===== src/rtl/rd_addr_sched_pkg.sv =====
// Shared types and default sizes for the read-address scheduler.
package rd_addr_sched_pkg;

    localparam int DATA_W_DEF  = 64;
    localparam int DEPTH_W_DEF = 6;

    typedef enum logic [1:0] {
        IDLE  = 2'd0,
        FETCH = 2'd1,
        HOLD  = 2'd2
    } rd_state_e;

endpackage


===== src/rtl/rd_addr_sched_rr_arb2.sv =====
// Two-way round-robin arbiter; the requester just served loses priority.
module rr_arb2 (
    input  logic       clk,
    input  logic       tb_rst,
    input  logic [1:0] req,
    input  logic       enable,
    output logic [1:0] grant
);

    logic prio_q, prio_d;

    always_comb begin
        grant  = 2'b00;
        prio_d = prio_q;
        if (enable) begin
            if (!prio_q) begin
                if (req[0])      grant = 2'b01;
                else if (req[1]) grant = 2'b10;
            end else begin
                if (req[1])      grant = 2'b10;
                else if (req[0]) grant = 2'b01;
            end
        end
        if (grant[0])      prio_d = 1'b1;
        else if (grant[1]) prio_d = 1'b0;
    end

    always_ff @(posedge clk or posedge tb_rst) begin
        if (tb_rst) prio_q <= 1'b0;
        else        prio_q <= prio_d;
    end

endmodule


===== src/rtl/rd_addr_sched.sv =====
// Read-address scheduler: arbitrates two requesters into a FIFO and drains it to a read engine.
// Optional per-requester statistics are built when RD_ADDR_SCHED_STATS_EN is defined.
//
// state | meaning
// IDLE  | nothing in flight, waiting for the FIFO to become non-empty
// FETCH | FIFO read issued last cycle, capture fifo_rd_data this cycle
// HOLD  | out_valid asserted, waiting for out_ready
module rd_addr_sched
    import rd_addr_sched_pkg::*;
#(
    parameter int DATA_W  = DATA_W_DEF,
    parameter int DEPTH_W = DEPTH_W_DEF
) (
    input  logic              clk,
    input  logic              tb_rst,
    input  logic [1:0]        req_valid,
    input  logic [DATA_W-1:0] req_addr0,
    input  logic [DATA_W-1:0] req_addr1,
    output logic [1:0]        req_ready,
    output logic              fifo_wr_en,
    output logic [DATA_W-1:0] fifo_wr_data,
    input  logic              fifo_wr_full,
    input  logic              fifo_almost_full,
    output logic              fifo_rd_en,
    input  logic [DATA_W-1:0] fifo_rd_data,
    input  logic              fifo_rd_empty,
    output logic              out_valid,
    output logic [DATA_W-1:0] out_data,
    input  logic              out_ready,
    output logic [DEPTH_W:0]  level
`ifdef RD_ADDR_SCHED_STATS_EN
    ,
    output logic [15:0]       acc_cnt0,
    output logic [15:0]       acc_cnt1,
    output logic [15:0]       stall_cnt
`endif
);

    localparam logic [DEPTH_W:0] LVL_MAX = {1'b1, {DEPTH_W{1'b0}}};
    localparam logic [DEPTH_W:0] LVL_ONE = {{DEPTH_W{1'b0}}, 1'b1};

    logic [1:0]        grant;
    logic              wr_enable;
    rd_state_e         state_q, state_d;
    logic              out_valid_q, out_valid_d;
    logic [DATA_W-1:0] out_data_q, out_data_d;
    logic              rd_en;
    logic [DEPTH_W:0]  level_q, level_d;

    assign wr_enable = ~fifo_almost_full & ~fifo_wr_full;

    rr_arb2 u_arb (
        .clk    (clk),
        .tb_rst (tb_rst),
        .req    (req_valid),
        .enable (wr_enable),
        .grant  (grant)
    );

    assign req_ready    = grant;
    assign fifo_wr_en   = |grant;
    assign fifo_wr_data = grant[1] ? req_addr1 : req_addr0;

    always_comb begin
        state_d     = state_q;
        out_valid_d = out_valid_q;
        out_data_d  = out_data_q;
        rd_en       = 1'b0;
        case (state_q)
            IDLE: begin
                if (!fifo_rd_empty) begin
                    rd_en   = 1'b1;
                    state_d = FETCH;
                end
            end
            FETCH: begin
                out_data_d  = fifo_rd_data;
                out_valid_d = 1'b1;
                state_d     = HOLD;
            end
            HOLD: begin
                if (out_ready) begin
                    out_valid_d = 1'b0;
                    if (!fifo_rd_empty) begin
                        rd_en   = 1'b1;
                        state_d = FETCH;
                    end else begin
                        state_d = IDLE;
                    end
                end
            end
            default: state_d = IDLE;
        endcase
    end

    // Reset gates the combinational read strobe so the FIFO never sees a read while it is being cleared.
    assign fifo_rd_en = rd_en & ~tb_rst;

    always_comb begin
        level_d = level_q;
        if (fifo_wr_en && !fifo_rd_en && level_q != LVL_MAX)
            level_d = level_q + LVL_ONE;
        else if (fifo_rd_en && !fifo_wr_en && level_q != '0)
            level_d = level_q - LVL_ONE;
    end

    always_ff @(posedge clk or posedge tb_rst) begin
        if (tb_rst) begin
            state_q     <= IDLE;
            out_valid_q <= 1'b0;
            out_data_q  <= '0;
            level_q     <= '0;
        end else begin
            state_q     <= state_d;
            out_valid_q <= out_valid_d;
            out_data_q  <= out_data_d;
            level_q     <= level_d;
        end
    end

    assign out_valid = out_valid_q;
    assign out_data  = out_data_q;
    assign level     = level_q;

`ifdef RD_ADDR_SCHED_STATS_EN
    logic [15:0] acc0_q, acc1_q, stall_q;
    logic        stall;

    assign stall = (|req_valid) & ~wr_enable;

    always_ff @(posedge clk or posedge tb_rst) begin
        if (tb_rst) begin
            acc0_q  <= '0;
            acc1_q  <= '0;
            stall_q <= '0;
        end else begin
            if (grant[0] && acc0_q != 16'hFFFF)  acc0_q  <= acc0_q + 16'd1;
            if (grant[1] && acc1_q != 16'hFFFF)  acc1_q  <= acc1_q + 16'd1;
            if (stall && stall_q != 16'hFFFF)    stall_q <= stall_q + 16'd1;
        end
    end

    assign acc_cnt0  = acc0_q;
    assign acc_cnt1  = acc1_q;
    assign stall_cnt = stall_q;
`endif

endmodule


===== config.mk =====
export PLATFORM = sky130hd
export DESIGN_NAME = rd_addr_sched
export DESIGN_NICKNAME = d
export VERILOG_FILES = /design/src/rtl/rd_addr_sched_pkg.sv /design/src/rtl/rd_addr_sched_rr_arb2.sv /design/src/rtl/rd_addr_sched.sv
export SDC_FILE = /design/constraint.sdc
export NUM_CORES = 1
export LEC_CHECK = 0
export BUFFER_PORTS_ARGS = -buffer_cell sky130_fd_sc_hd__buf_2
export CORE_AREA = 2 2 131 133
export CTS_CLUSTER_SIZE = 10
export DETAILED_ROUTE_END_ITERATION = 7
export DIE_AREA = 0 0 133 135
export PLACE_DENSITY = 0.63
export SLEW_MARGIN = 20
export SYNTH_ARGS = -nofsm -noshare
export SYNTH_HDL_FRONTEND = slang
export SYNTH_HIERARCHICAL = 1
export SYNTH_SLANG_ARGS = --single-unit

===== constraint.sdc =====
create_clock -name clk -period 4 [get_ports clk]
set_input_delay 0.4 -clock clk [delete_from_list [all_inputs] [get_ports clk]]
set_output_delay 0.4 -clock clk [all_outputs]
set_load 0.01 [all_outputs]

Yosys cells after proc, flatten, opt, wreduce, memory -nomap -nowiden. Cells that the tools add are included.

Muxes and demuxes: 20. $add $sub $neg: 2. Eq/ne operators: 5. Bitwise operators: 5. Reductions and logical operators: 14.

Operator list (count): $mux W64 (1); $mux W2 (7); $mux W7 (2); $add A7 B1 Y7 const B (1); $mux W1 (7); $ne A7 B7 Y1 const B (1); $reduce_bool A7 Y1 (1); $sub A7 B1 Y7 const B (1); $pmux W2 S3 (1); $reduce_bool A2 Y1 (3); $logic_and A1 B1 Y1 (4); $ne A2 B2 Y1 const B (2); $pmux W1 S2 (2); $reduce_and A2 Y1 (2); $not A1 Y1 (3); $and A1 B1 Y1 (2); $eq A2 B1 Y1 const B (1); $eq A2 B2 Y1 const B (1); $logic_not A1 Y1 (2); $logic_not A2 Y1 (1); $reduce_or A2 Y1 (1).

Output and inout bits: 140. Register bits: 75. Word-level logic and storage cells: 51. Bits of input ports: 200.

Depth between registers and ports, before layout. Gate-level depths: netlist (run 1).

Depth in word-level cells: 10. Depth in mapped cells: 12. Mapped depth without buffers: 11.

Modules after synthesis. The synthesis (run 1) kept the hierarchy.

Modules (own cells, without submodules): rd_addr_sched (instances 1, cells each 278, area each 3837.4 sq um, sequential area each 1851.8 sq um); rr_arb2 (instances 1, cells each 10, area each 72.6 sq um, sequential area each 25.0 sq um).

Worst setup path before layout (run 1). OpenSTA, ideal clock, no wires.

Kind: in2reg. Start point: in fifo_almost_full. End point: reg level_q[5] (netlist: level[5]). Buffers on the path: 0. Data required time: 3875 ps. Data arrival time: 2880 ps. Stages: 11. Slack: 995 ps. Library setup time: 125 ps. Cell sequence: nor2_1 -> nand2_1 -> a21oi_1 -> nor2_1 -> a31oi_1 -> nand2_1 -> ha_1 -> or3b_2 -> o221ai_1 -> or3b_2 -> mux2_2.

Longest elaborated chain between the ends: 8.

RTL lines: start, declared (RTL line rd_addr_sched.sv:23) `input logic fifo_almost_full,`; $not A1 Y1 (*) (RTL line rd_addr_sched.sv:50) `assign wr_enable = ~fifo_almost_full & ~fifo_wr_full;`; $and A1 B1 Y1 (*) (RTL line rd_addr_sched.sv:50); $mux W2 (*) (RTL line rd_addr_sched_rr_arb2.sv:15) `if (enable) begin`; via req_ready[1] (RTL line rd_addr_sched.sv:19) `output logic [1:0] req_ready,`; $reduce_or A2 Y1 (*) (RTL line rd_addr_sched.sv:61) `assign fifo_wr_en = |grant;`; $logic_not A1 Y1 (RTL line rd_addr_sched.sv:103) `else if (fifo_rd_en && !fifo_wr_en && level_q != '0)`; $logic_and A1 B1 Y1 (2 in series) (RTL line rd_addr_sched.sv:103); $reduce_bool A2 Y1 (no source line); end signal, assigned (RTL line rd_addr_sched.sv:117) `level_q <= level_d;`; end, declared (RTL line rd_addr_sched.sv:48) `logic [DEPTH_W:0] level_q, level_d;`.

The timed path passes the listed nets; every way through them passes the cells marked *. A chain may end at the register's enable or synchronous reset.

Worst setup path in the final report (run 1).
Start point: in tb_rst. End point: reg level_q[5] (netlist: level[5]).

Longest elaborated chain between the ends: 6.

RTL lines: start, declared (RTL line rd_addr_sched.sv:15) `input logic tb_rst,`; $not A1 Y1 (*) (RTL line rd_addr_sched.sv:97) `assign fifo_rd_en = rd_en & ~tb_rst;`; $and A1 B1 Y1 (*) (RTL line rd_addr_sched.sv:97); $logic_not A1 Y1 (RTL line rd_addr_sched.sv:101) `if (fifo_wr_en && !fifo_rd_en && level_q != LVL_MAX)`; $logic_and A1 B1 Y1 (2 in series) (RTL line rd_addr_sched.sv:101); $mux W7 / $reduce_bool A2 Y1 (equally long branches).

Every way passes the cells marked *; elsewhere a longest branch is shown, timed or not.

==> out/results.ini, run 1 <==
[grt]
grtUsageTotal_pct=16.2
grt_pass1_wl_mm=21.2
grt_max_degree=66
antenna_found_initial=2
grt_pass1_vias=3614
grt_overflow=0

[finish]
final_util_pct=37.5
area_growth_pct=57.2
drive_gt1_share_pct=79.3
nets=835

[timing]
hold_viol_final=0
setup_slack_ns=0.899
rsz0062_at_grt=no
worst_pin_slew_ns=0.795
setup_viol=0
tns_ns=0
finalCritPeriodShare_pct=77.5
skew_ns=0.00756
fmax_mhz=323
maxSlewHeadroom_pct=47.0
fin_crit_ns=3.10
finalMaxSlewViolations=0

[critical_path]
crit_path_max_fanout=7
critPathBufInv=2
slowest_stage=dlygate4sd3_1
crit_required_ns=4.23
crit_path_start_kind=input pin
crit_chain=dlygate4sd3_1 > buf_2 > or4_4 > nand2_1 > ha_1 > a211oi_1 > nor3_1 > or3b_2 > mux2_2
criticalPathCategory=input pin to flop
crit_arrival_ns=3.33
critPathCaptureType=flop
crit_family=simple AND/OR/NAND/NOR gates
worst_path_largest_cell_delay_ns=0.53

[route]
dr.pass1.iters=4
wl_per_cell_um=17.5
drtIter0Drc=61
drc=0
via_per_inst=4.21
ant_nets=0
num_vias=3596
wl_mm=14.9

[placed_design]
globalplace.congestion=0.831
portBuffers=339
dp_slack_ns=0.585
hpwlAfterDp_mm=12.6

[power]
ir_drop_mv=0.193
p_leak_nw=3.07
power_density_mw_per_mm2=556

[clock_network]
cts_setup_buffers=0
h-tree-depth=3
clock-sinks=75
cts-root-buf=clkbuf_16
worstSkewPairLatency_ns=0.34
cts_resized=0
ctsHoldBuffers=1
cts_buffers=9
cts_buffer_depth=2
cts_tree=done
clk_pin_slew_ns=0.07

[synthesis]
yosys_warnings=6
synth_nets=495
synth_xor_area_share_pct=0.896
synth_cell_types=36
syn_area_mm2=0.00391
netlist_instances=288
synth_compound_area_share_pct=2.66
synth-edff-count=0
synthSimpleGateAreaFrac_pct=4.00
synth_flop_cell=dfrtp_1
synth_top_family_by_area=multiplexers
synth_fa_ha_area_share_pct=2.43
ys_seq_area_share_pct=48.0
synth_area_per_cell_um2=13.6
synth_seq_cells=75
synthArstFlopShare_pct=100
muxShareOfSynthArea_pct=39.5

[hold_path]
holdCritPathClass=input pin to flop

[floorplan]
fp.dieH_um=135
rows=47
die-area_mm2=0.0180
core_mm2=0.0164
die_x_um=133
start_util_pct=23.8
io_pins=340

[outcome]
status=finished, final reports clean

[job]
timing.max_cap.violations=0

[power by group]
group          total, mW  internal, mW  switching (mW)
registers           1.25          1.07           0.181
clock network      0.745         0.420           0.325
logic               1.42         0.752           0.666
total               3.42          2.24            1.17
[sequential cells by signal (all words and copies together), names as in the netlist]
| register | count |
|---|---|
| out_data | 64 |
| level | 7 |
| state_q | 2 |
| out_valid | 1 |
| u_arb/prio_q | 1 |
[cells by family after synthesis]
family / after synthesis
multiplexers: 135
flip-flops: 75
AND/OR/NAND/NOR: 27
buffers and inverters: 24
AO/OA/AOI/OAI: 16
adder cells (fa/ha/maj): 7
XOR/XNOR: 4
[Yosys cell counts (2+ instances only)]
cell type | number | area share [%]
inv_1 | 8 | 0.77
ha_1 | 6 | 1.9
mux2_2 | 133 | 38
clkbuf_1 | 9 | 0.86
nor2_1 | 5 | 0.48
xnor2_1 | 3 | 0.67
nor3_1 | 4 | 0.51
a21oi_1 | 7 | 0.90
nand2_1 | 6 | 0.58
or3b_2 | 2 | 0.45
a21o_1 | 2 | 0.38
buf_2 | 5 | 0.64
dfrtp_1 | 75 | 48
[worst paths after layout]
| path | from | endpoint | slack (ns) | depth (start not counted) |
|---|---|---|---|---|
| max in group asynchronous | tb_rst | out_data[55]$_DFFE_PP0P_ | 2.68 | 4 |
| min in group asynchronous | tb_rst | u_arb/prio_q$_DFFE_PP0P_ | 0.48 | 3 |
| worst min register to register | state_q[0]$_DFFE_PP0P_ | state_q[0]$_DFFE_PP0P_ | 0.50 | 1 |
| worst min-delay path | fifo_rd_empty | state_q[0]$_DFFE_PP0P_ | 0.24 | 2 |
| worst max register to register | level[0]$_DFFE_PP0P_ | level[5]$_DFFE_PP0P_ | 0.98 | 8 |
| worst max-delay path | tb_rst | level[5]$_DFFE_PP0P_ | 0.90 | 9 |
[layer usage]
metal | GRT usage, % | vias to the layer above | share of wire, %
li1 | - | 1736 | -
met5 | 0 | - | 0
met2 | 30.5 | 192 | 53
met3 | 5.48 | 17 | 8.4
met1 | 16.3 | 1651 | 36
met4 | 6.69 | 0 | 2.2
[metrics by stage]
stage               power [mW]  std cells  cell area, um2  hold slack, ns
finish                    3.42        854            6150           0.239
global placement          2.68        836            5860           0.286
CTS                       3.48        853            6140           0.224
detailed placement        2.71        836            5860           0.283
floorplan                 2.09        288            3910           0.129
global route              3.66        854            6150           0.231
[layout make-up]
| cell class | instances | area, um2 |
|---|---|---|
| multi-input cells | 189 | 1950 |
| diodes | 1 | 2.50 |
| flip-flops and latches | 75 | 1880 |
| fillers | 1671 | 10300 |
| repair buffers | 344 | 1740 |
| well taps | 220 | 275 |
| clock buffers | 10 | 229 |
| clock inverters | 6 | 41.3 |
| inverters | 9 | 33.8 |
[cells in the final DEF, fill, tap and decap left out, types with 2 or more instances in the layout]
cell type   netlist  final
buf_2             5    339
mux2_2          133    133
dfrtp_1          75     75
clkbuf_16         0      9
inv_1             8      7
a21oi_1           7      6
nand2_1           6      6
ha_1              6      6
nor3_1            4      4
nor2_1            5      4
buf_4             1      4
xnor2_1           3      3
clkinvlp_4        0      3
a21o_1            2      2
or3b_2            2      2
clkinv_2          0      2
(Power assumes the default switching activity.)
==> run 2: changes to the inputs <==
--- a/config.mk
+++ b/config.mk
@@ -6,11 +6,11 @@
 export NUM_CORES = 1
 export LEC_CHECK = 0
 export BUFFER_PORTS_ARGS = -buffer_cell sky130_fd_sc_hd__buf_2
-export CORE_AREA = 2 2 131 133
+export CORE_AREA = 2 2 133 135
 export CTS_CLUSTER_SIZE = 10
 export DETAILED_ROUTE_END_ITERATION = 7
-export DIE_AREA = 0 0 133 135
-export PLACE_DENSITY = 0.63
+export DIE_AREA = 0 0 135 137
+export PLACE_DENSITY = 0.64
 export SLEW_MARGIN = 20
 export SYNTH_ARGS = -nofsm -noshare
 export SYNTH_HDL_FRONTEND = slang
==> constraint.sdc (replaced) <==
create_clock -name clk -period 2.6 [get_ports clk]
set_input_delay 0.26 -clock clk [delete_from_list [all_inputs] [get_ports clk]]
set_output_delay 0.26 -clock clk [all_outputs]
set_load 0.01 [all_outputs]
==> out/results.ini, run 2 (synthesis gave the netlist of run 1 again) <==
[timing]
setup_slack_ns=0.0559  ; was 0.899 ns
maxSlewHeadroom_pct=50.7  ; was 47.0%
hold_viol_final=0  ; unchanged
setup_viol=0  ; unchanged
rsz0062_at_grt=yes  ; was no
worst_pin_slew_ns=0.739  ; was 0.795 ns
fin_crit_ns=2.54
finalCritPeriodShare_pct=97.9
fmax_mhz=393
finalMaxSlewViolations=0  ; unchanged
skew_ns=0.00781  ; was 0.00756 ns
timing.hold.ws_ns=0.0391  ; was 0.239 ns

[power]
ir_drop_mv=0.417  ; was 0.193 mV
swShare_pct=34.8  ; was 34.3%
p_int_mw=3.67  ; was 2.24 mW
clkPwrFrac_pct=21.6  ; was 21.8%
power_density_mw_per_mm2=874  ; was 556 mW/mm2
pwr-share-seq_pct=34.0  ; was 36.7%
switchingPower_mw=1.96  ; was 1.17 mW
p_comb_share_pct=44.4  ; was 41.5%
total_power_mw=5.64  ; was 3.42 mW
p_leak_nw=3.19  ; was 3.07 nW

[grt]
grt_pass1_wl_mm=21.1  ; was 21.2 mm
grt_max_degree=66  ; unchanged
antenna_found_initial=11  ; was 2
grt_pass1_vias=3514  ; was 3,614
grtUsageTotal_pct=16.2  ; about the same
grt_overflow=0  ; unchanged

[job]
timing.max_cap.violations=0  ; unchanged

[route]
wl_per_cell_um=18.1  ; was 17.5 um
drc=0  ; unchanged
dr.pass1.iters=4  ; unchanged
num_vias=3697  ; was 3,596
wl_mm=15.9  ; was 14.9 mm
drtIter0Drc=77  ; was 61
ant_nets=0  ; unchanged
via_per_inst=4.21  ; about the same

[finish]
layout_commonest_cell=buf_2  ; unchanged
seqCellArea_mm2=0.00188  ; unchanged
multi_input_area_mm2=0.00207  ; was 0.00195 mm2
nFillCells=1713  ; was 1,671
largest_reg_flops=64  ; unchanged
instances_no_fill=879  ; was 854
area_growth_pct=64.9  ; was 57.2%
final_util_pct=37.8  ; was 37.5%
layout.cells.most_common_list=buf_2, mux2_2, dfrtp_1, buf_4, clkbuf_16  ; was buf_2, mux2_2, dfrtp_1, clkbuf_16, inv_1
nets=853  ; was 835
drive_gt1_share_pct=81.9  ; was 79.3%

[placed_design]
hpwlAfterDp_mm=13.7  ; was 12.6 mm
dp_slack_ns=-0.208  ; was 0.585 ns
place_inst=858  ; was 836
portBuffers=339  ; unchanged
globalplace.congestion=0.842  ; was 0.831

[clock_network]
cts_tree=done  ; unchanged
cts_buffers=9  ; unchanged
clk_pin_slew_ns=0.07  ; about the same
cts-root-buf=clkbuf_16  ; unchanged
cts_buffer_depth=2  ; unchanged
h-tree-depth=3  ; unchanged
clock-sinks=75  ; unchanged
worstSkewPairLatency_ns=0.34  ; about the same

[critical_path]
critPathCaptureType=flop  ; unchanged
crit_path_start_kind=flop  ; was input pin
crit_required_ns=2.82  ; was 4.23 ns
criticalPathCategory=flop to flop  ; was input pin to flop
crit_path_max_fanout=7  ; unchanged
crit_arrival_ns=2.77  ; was 3.33 ns

[outcome]
status=finished, final reports clean  ; unchanged

[floorplan]
io_pins=340  ; unchanged
core_mm2=0.0171  ; was 0.0164 mm2
die_x_um=135  ; was 133 um
die-area_mm2=0.0185  ; was 0.0180 mm2
fp.dieH_um=137  ; was 135 um
rows=48  ; was 47
start_util_pct=22.9  ; was 23.8%

[hold_path]
holdCritPathClass=input pin to asynchronous set/reset pin  ; was input pin to flop

-- run 2: layout make-up --
| cell class | instances | area share, % |
|---|---|---|
| tap | 225 | 4.37 |
| inverter | 9 | 0.543 |
| clock buffer | 9 | 3.49 |
| multi-input combinational | 189 | 32.0 |
| sequential | 75 | 29.1 |
| timing repair buffer | 362 | 29.3 |
| antenna | 3 | 0.116 |
| clock inverter | 7 | 1.05 |
-- run 2: final timing paths --
kind                                          start                        to  slack, ns  depth (start not counted)
max                          state_q[1]$_DFFE_PP0P_      level[5]$_DFFE_PP0P_       0.06                          8
min                                          tb_rst  out_data[61]$_DFFE_PP0P_       0.04                          2
max reg2reg                  state_q[1]$_DFFE_PP0P_      level[5]$_DFFE_PP0P_       0.06                          8
min reg2reg                out_data[56]$_DFFE_PP0P_  out_data[56]$_DFFE_PP0P_       0.50                          1
max in group asynchronous                    tb_rst  out_data[25]$_DFFE_PP0P_       1.83                          3
min in group clk                      fifo_rd_empty    state_q[0]$_DFFE_PP0P_       0.10                          2
-- run 2: layer usage --
layer / up-vias / track usage, % / part of all wire (%)
met3: 20 / 6.52 / 11
li1: 1773 / - / -
met5: - / 0 / 0
met2: 215 / 28.8 / 50
met4: 0 / 5.03 / 1.9
met1: 1689 / 17.6 / 37
-- run 2: repair_timing --
item / 4_1_cts / 5_1_grt
hold buffers: 1 / 0
endpoints found under the hold margin: 1 / 0
gates resized for setup: 0 / 5
setup endpoints to repair: 0 / 2
buffers inserted: 0 / 1
-- run 2: metrics by stage --
| step | cell area, um2 | TNS, ns |
|---|---|---|
| 2_1_floorplan | 4000 | 0 |
| 4_1_cts | 6400 | 0 |
| 3_3_place_gp | 6100 | -0.211 |
| 5_1_grt | 6440 | -0.0194 |
| 6_report | 6450 | 0 |
| 3_5_place_dp | 6100 | -0.314 |
-- run 2: power groups by stage --
| stage | logic [mW] | registers [mW] | clock network (mW) |
|---|---|---|---|
| after global placement | 2.48 | 1.91 | 0 |
| after floorplan | 1.12 | 2.20 | 0 |
| final | 2.50 | 1.92 | 1.22 |
| after global routing | 2.72 | 1.99 | 1.32 |
| after detailed placement | 2.52 | 1.93 | 0 |
| after CTS | 2.53 | 1.91 | 1.28 |
-- run 2: critical path: stages, from the launching register on --
cell and delay, ns:
dfrtp_1 0.38, nor2b_4 0.13, or4_4 0.45, nand2_4 0.19
ha_4 0.23, a211oi_2 0.25, nor3_1 0.08, or3b_2 0.45
mux2_2 0.27
